$ cat src/rtl/stack_cpu_controller.sv
// Multi-cycle control FSM for a small stack CPU: sequences fetch, decode,
// stack pops, ALU execute and write-back for an 8-opcode instruction set.
module stack_cpu_controller (
  input  logic       clk,
  input  logic       rst,
  input  logic [2:0] opcode,
  output logic       pcWrite,
  output logic       pcWriteCond,
  output logic       pcSrc,
  output logic       IorD,
  output logic       memRead,
  output logic       memWrite,
  output logic       IRWrite,
  output logic       MtoS,
  output logic       ldA,
  output logic       ldB,
  output logic       srcA,
  output logic       srcB,
  output logic       push,
  output logic       pop,
  output logic       tos,
  output logic [1:0] ALUOp,
  output logic       done
);

  typedef enum logic [3:0] {
    S_FETCH  = 4'd0,
    S_DECODE = 4'd1,
    S_POP1   = 4'd2,
    S_POP2   = 4'd3,
    S_EXEC   = 4'd4,
    S_WBALU  = 4'd5,
    S_MEMRD  = 4'd6,
    S_WBMEM  = 4'd7,
    S_POPS   = 4'd8,
    S_MEMWR  = 4'd9,
    S_JMP    = 4'd10,
    S_TOSZ   = 4'd11,
    S_JZBR   = 4'd12
  } state_t;

  state_t r_state;
  state_t w_next;

  always_ff @(posedge clk) begin
    if (!rst) r_state <= S_FETCH;
    else      r_state <= w_next;
  end

  // Decode is gated by rst so every control line is held low during reset.
  always_comb begin
    w_next      = S_FETCH;
    pcWrite     = 1'b0;
    pcWriteCond = 1'b0;
    pcSrc       = 1'b0;
    IorD        = 1'b0;
    memRead     = 1'b0;
    memWrite    = 1'b0;
    IRWrite     = 1'b0;
    MtoS        = 1'b0;
    ldA         = 1'b0;
    ldB         = 1'b0;
    srcA        = 1'b0;
    srcB        = 1'b0;
    push        = 1'b0;
    pop         = 1'b0;
    tos         = 1'b0;
    ALUOp       = 2'b00;
    done        = 1'b0;
    if (rst) begin
      case (r_state)
        S_FETCH: begin
          memRead = 1'b1;
          IRWrite = 1'b1;
          srcA    = 1'b1;
          srcB    = 1'b1;
          pcWrite = 1'b1;
          w_next  = S_DECODE;
        end
        S_DECODE: begin
          case (opcode)
            3'b100:  w_next = S_MEMRD;
            3'b101:  w_next = S_POPS;
            3'b110:  w_next = S_JMP;
            3'b111:  w_next = S_TOSZ;
            default: w_next = S_POP1;
          endcase
        end
        S_POP1: begin
          tos    = 1'b1;
          pop    = 1'b1;
          ldA    = 1'b1;
          w_next = (opcode == 3'b011) ? S_EXEC : S_POP2;
        end
        S_POP2: begin
          tos    = 1'b1;
          pop    = 1'b1;
          ldB    = 1'b1;
          w_next = S_EXEC;
        end
        S_EXEC: begin
          ALUOp  = opcode[1:0];
          w_next = S_WBALU;
        end
        S_WBALU: begin
          push   = 1'b1;
          done   = 1'b1;
          w_next = S_FETCH;
        end
        S_MEMRD: begin
          IorD    = 1'b1;
          memRead = 1'b1;
          w_next  = S_WBMEM;
        end
        S_WBMEM: begin
          push   = 1'b1;
          MtoS   = 1'b1;
          done   = 1'b1;
          w_next = S_FETCH;
        end
        S_POPS: begin
          tos    = 1'b1;
          pop    = 1'b1;
          ldA    = 1'b1;
          w_next = S_MEMWR;
        end
        S_MEMWR: begin
          IorD     = 1'b1;
          memWrite = 1'b1;
          done     = 1'b1;
          w_next   = S_FETCH;
        end
        S_JMP: begin
          pcSrc   = 1'b1;
          pcWrite = 1'b1;
          done    = 1'b1;
          w_next  = S_FETCH;
        end
        // Peek without pop so the zero flag sees the current top of stack.
        S_TOSZ: begin
          tos    = 1'b1;
          w_next = S_JZBR;
        end
        S_JZBR: begin
          pcSrc       = 1'b1;
          pcWriteCond = 1'b1;
          done        = 1'b1;
          w_next      = S_FETCH;
        end
        default: w_next = S_FETCH;
      endcase
    end
  end

endmodule

$ cat config.mk
export PLATFORM = sky130hd
export DESIGN_NAME = stack_cpu_controller
export DESIGN_NICKNAME = d
export VERILOG_FILES = /design/src/rtl/stack_cpu_controller.sv
export SDC_FILE = /design/constraint.sdc
export NUM_CORES = 1
export LEC_CHECK = 0
export CAP_MARGIN = 20
export CORE_MARGIN = 4
export CORE_UTILIZATION = 35
export CTS_CLUSTER_SIZE = 14
export DETAILED_ROUTE_END_ITERATION = 8
export HOLD_SLACK_MARGIN = 0.03
export PLACE_DENSITY = 0.78
export SKIP_CTS_REPAIR_TIMING = 1
export SYNTH_ARGS = -nofsm -noshare
export SYNTH_HDL_FRONTEND = slang
export SYNTH_SLANG_ARGS = --single-unit
export TNS_END_PERCENT = 1
$ cat constraint.sdc
create_clock -name clk -period 1.3 [get_ports clk]
set_clock_uncertainty 0.1 [all_clocks]
set_input_delay 0.195 -clock clk [delete_from_list [all_inputs] [get_ports clk]]
set_output_delay 0.195 -clock clk [all_outputs]
set_load 0.01 [all_outputs]
# Word-level counts from Yosys, hierarchy flattened
# Index checks and enable logic that the tools add are counted.
# op_classes
eq_ne	17
muxes	33
n_reduce_logical	10
# op_table
cell	count
4-bit case mux with 8 select lines	1
1-bit two-way mux	28
4-bit == test (second input constant)	5
4-bit by 3-bit == test with 1-bit output (second input constant)	4
4-bit case mux with 4 select lines	1
3-bit == test (second input constant)	4
2-bit OR reduction	6
4-bit by 2-bit == test with 1-bit output (second input constant)	2
5-bit OR reduction	1
4-bit by 1-bit == test with 1-bit output (second input constant)	1
4-bit logical NOT	1
2-bit two-way mux	2
4-bit OR reduction	1
3-bit by 2-bit == test with 1-bit output (second input constant)	1
3-bit two-way mux	1
3-bit OR reduction	1
# word_totals
reg_bits	4
out_inout_bits	18
wordCells	61

# Depth between registers and ports, before layout
# depth
ltp_word	4
depth_mapped	4

# Least setup slack after synthesis
# OpenSTA, ideal clock, no wires.
# synth_timing
kind	flip-flop to output port
start	reg r_state[0]
end	out srcA
arrival_time_ns	1.465
path_slack_ns	-0.460
path_stages_with_launch	5
n_path_buf	2
path_cell_list	dfxtp_1 > buf_2 > nand2b_1 > nor4_1 > buf_4
# synth_between
elab_chain_len	3
# synth_lines
element	line_no	source
start, declared	42	state_t r_state;
start signal, assigned	47	else r_state <= w_next;
4-bit logical NOT	-	
1-bit two-way mux (2 in series)	-	
end, declared	17	output logic srcA,
# No other way between the ends.

# Worst setup path after layout
# layout_timing
start	reg r_state[2]
end	reg r_state[2]
# layout_between
elab_chain_len	2
word_cells_on_any_way	9
cone_classes	eq/ne (7); mux (1); reduce/logical (1)
# layout_lines
element	line_no	source
4-bit == test (tied with other cells)	71	case (r_state)
4-bit case mux with 8 select lines (*)	71	
# Every way passes the cells marked *; elsewhere a longest branch is shown, timed or not.
# A chain may end at the register's enable or synchronous reset.

==> key figures <==
CTS
  – Max Root-Sink Buffers: 2
  – Number of clock sinks: 4
  – Inserted Clock Buffers: 3
  – Htree depth: 1
  – CTS clk-pin slew, worst paths: 40 ps
  – Clk_lat worst skew: 220 ps
  – Clk root buf: clkbuf_4
  – CTS tree: yes

Floorplan
  – Boundary pin count: 23
  – Initial core utilization: 37.5%
  – Die Y-Extent: 45.6 um
  – Num rows: 13
  – Die area: 2080 um2
  – Die Width: 45.6 um
  – Placeable Area: 1320 um2

Synthesis
  – Adder-cell share of the synthesized area: 0%
  – Ys Warns: 0
  – Post-synthesis compound-gate area fraction: 21.0%
  – Share of the synthesized area in the top cell type: 16.2%
  – Simple-Gate Fraction of Synth Area: 45.8%
  – Yosys cell types: 29
  – Post-Syn Area: 494 um2
  – Syn Nets: 75
  – Sequential cell area fraction in the yosys report: 16.2%
  – Synth area leader: dfxtp_1
  – Mux contribution to synthesized area: 0%
  – Avg Inst Size Synth: 7.06 um2
  – Top post-synthesis cells by area: dfxtp_1, a21oi_1, nor4b_2, buf_4, nand3b_1
  – Synth Area in XOR/XNOR: 5.32%
  – Mapped Cells: 70
  – Largest family of logic cells by synthesized area: simple AND/OR/NAND/NOR gates
  – Post-synthesis register bit count: 4

Finish
  – Reg with most FFs: r_state
  – Commonest non-fill, non-tap cell in the layout: buf_4
  – Commonest cells after routing, fill and taps aside: buf_4, dlymetal6s2s_1, buf_2
  – Sequential cell area: 81.3 um2
  – # nets final: 123
  – Fraction of layout cells with a size suffix above 1: 53.4%
  – ANT cells: 0
  – Multi-input logic area: 440 um2
  – Synth-to-layout area growth: 96.2%
  – Biggest regs: r_state (4)
  – Filler cell count: 111
  – Max reg flops: 4

Route
  – Vias per inst: 5.18
  – WL per Instance: 13.4 um
  – Total Wirelength: 1760 um
  – DRC: 0
  – Detailed-route via count: 679
  – Drt first pass iters: 4
  – Detailed Route Iter0 Violations: 4
  – Antenna Nets Post-Route: 0

Worst setup path
  – Critical Path AT: 1710 ps
  – CP delay by family, top: simple AND/OR/NAND/NOR gates
  – Worst Path Required: 1340 ps
  – Crit-path slowest cell: or3b_1
  – Crit. End Element: flip-flop
  – CP Launch Type: flip-flop
  – Top cell by count, worst path: buf_4
  – WP buf/inv: 2
  – Peak per-stage delay on the critical path: 390 ps
  – Crit-path max FO: 5
  – Worst-path cell chain: buf_4, buf_4, nor4b_4, or3b_1, a311oi_2
  – Crit path kind: flip-flop to flip-flop

STA
  – TNS Setup: -6190 ps
  – Worst slew margin: 82.3%
  – FMAX: 597 MHz
  – Post-route setup slack: -374 ps
  – Min Tclk post-route: 1670 ps
  – Final period utilization: 129%
  – Final hold violation count: 0
  – RSZ-0062 raised after global routing: yes
  – WHS: 590 ps
  – Slew Limit Fails: 0
  – Worst-margin pin slew: 262 ps
  – Final setup violating endpoints: 22

Placement
  – Port buffer count: 22
  – Routability Congestion: 0.846
  – DPL Wire Length: 1410 um

Power and ir drop
  – Leakage power figure: 0.529 nW
  – Power Density: 1620 nW/um2
  – Maximum vdd drop: 0.000825 V
  – PnR Total Power: 1.57 mW

GRT
  – Total GRT Usage: 18.5%
  – Largest net degree at the start of global routing: 9
  – Number of global-route vias before repair: 663
  – Remaining Overflow, GRT: 0
  – Antenna violations before repair: 0
  – First-pass GRT wire length: 2860 um

Job
  – Max-Cap Viols: 0

Status
  – Failing checks: setup timing
  – Outcome: finished, violations left

Hold path
  – Min-delay worst type: input pin to flip-flop
==> final timing paths <==
path	from	slack [ps]	to	cells after the start
setup / recovery	r_state[2]	-370	r_state[2]	5
hold / removal	opcode[2]	590	r_state[0]	3
setup reg to reg	r_state[2]	-370	r_state[2]	5
hold reg to reg	r_state[0]	730	r_state[1]	4
==> Yosys cell counts <==
library cell and number:
a211oi_1 1, a21oi_1 7, a311oi_1 2, a311oi_2 1
a31oi_1 1, and2_1 1, and3_1 3, buf_2 4
buf_4 3, dfxtp_1 4, inv_1 2, inv_2 2
nand2_1 5, nand2b_1 2, nand3_1 3, nand3b_1 3
nand4_1 1, nor2_1 3, nor2b_1 2, nor3_1 4
nor3b_1 3, nor4_1 2, nor4b_2 2, o21a_1 1
o21ai_0 2, o21ai_1 1, or3b_1 2, xnor2_1 2
xor2_1 1
==> logic make-up after synthesis <==
logic type | count (synthesis)
xor+xnor | 3
compound gates | 16
buf+inv | 11
simple gates | 36
flops | 4
==> cell type report <==
cell class,instances,share of cell area (%)
multi-input combinational,55,45.4
sequential,4,8.39
clock buffer,3,2.32
tap,15,1.94
timing repair buffer,50,40.4
inverter,4,1.55
==> worst min-delay path, stage by stage <==
cell and delay [ps]:
clkdlybuf4s50_1 480, nand4_1 110, a311oi_1 80
==> routing by layer <==
| layer | vias to the layer above | global-route usage, % | share of wire [%] |
|---|---|---|---|
| met3 | 2 | 2.37 | 3.9 |
| met5 | - | 0 | 0 |
| met4 | 0 | 6.43 | 0.80 |
| met2 | 18 | 34.5 | 54 |
| li1 | 350 | - | - |
| met1 | 309 | 21.0 | 41 |
==> power by group <==
part           internal, mW  leakage (nW)  switching (mW)
Combinational         0.634         0.482           0.601
Clock                 0.103        0.0138          0.0435
Sequential            0.167        0.0331          0.0243
Total                 0.904         0.529           0.669
==> through the flow <==
stage,util [%],setup slack (ps),instances,area [um2]
3_3_place_gp,71.0,-692,128,936
3_5_place_dp,71.0,-724,128,936
6_report,73.6,-374,131,970
5_1_grt,73.6,-409,131,970
4_1_cts,72.7,-764,131,958
2_1_floorplan,-,-109,70,536
No activity file was read; power rests on OpenSTA's default activity.
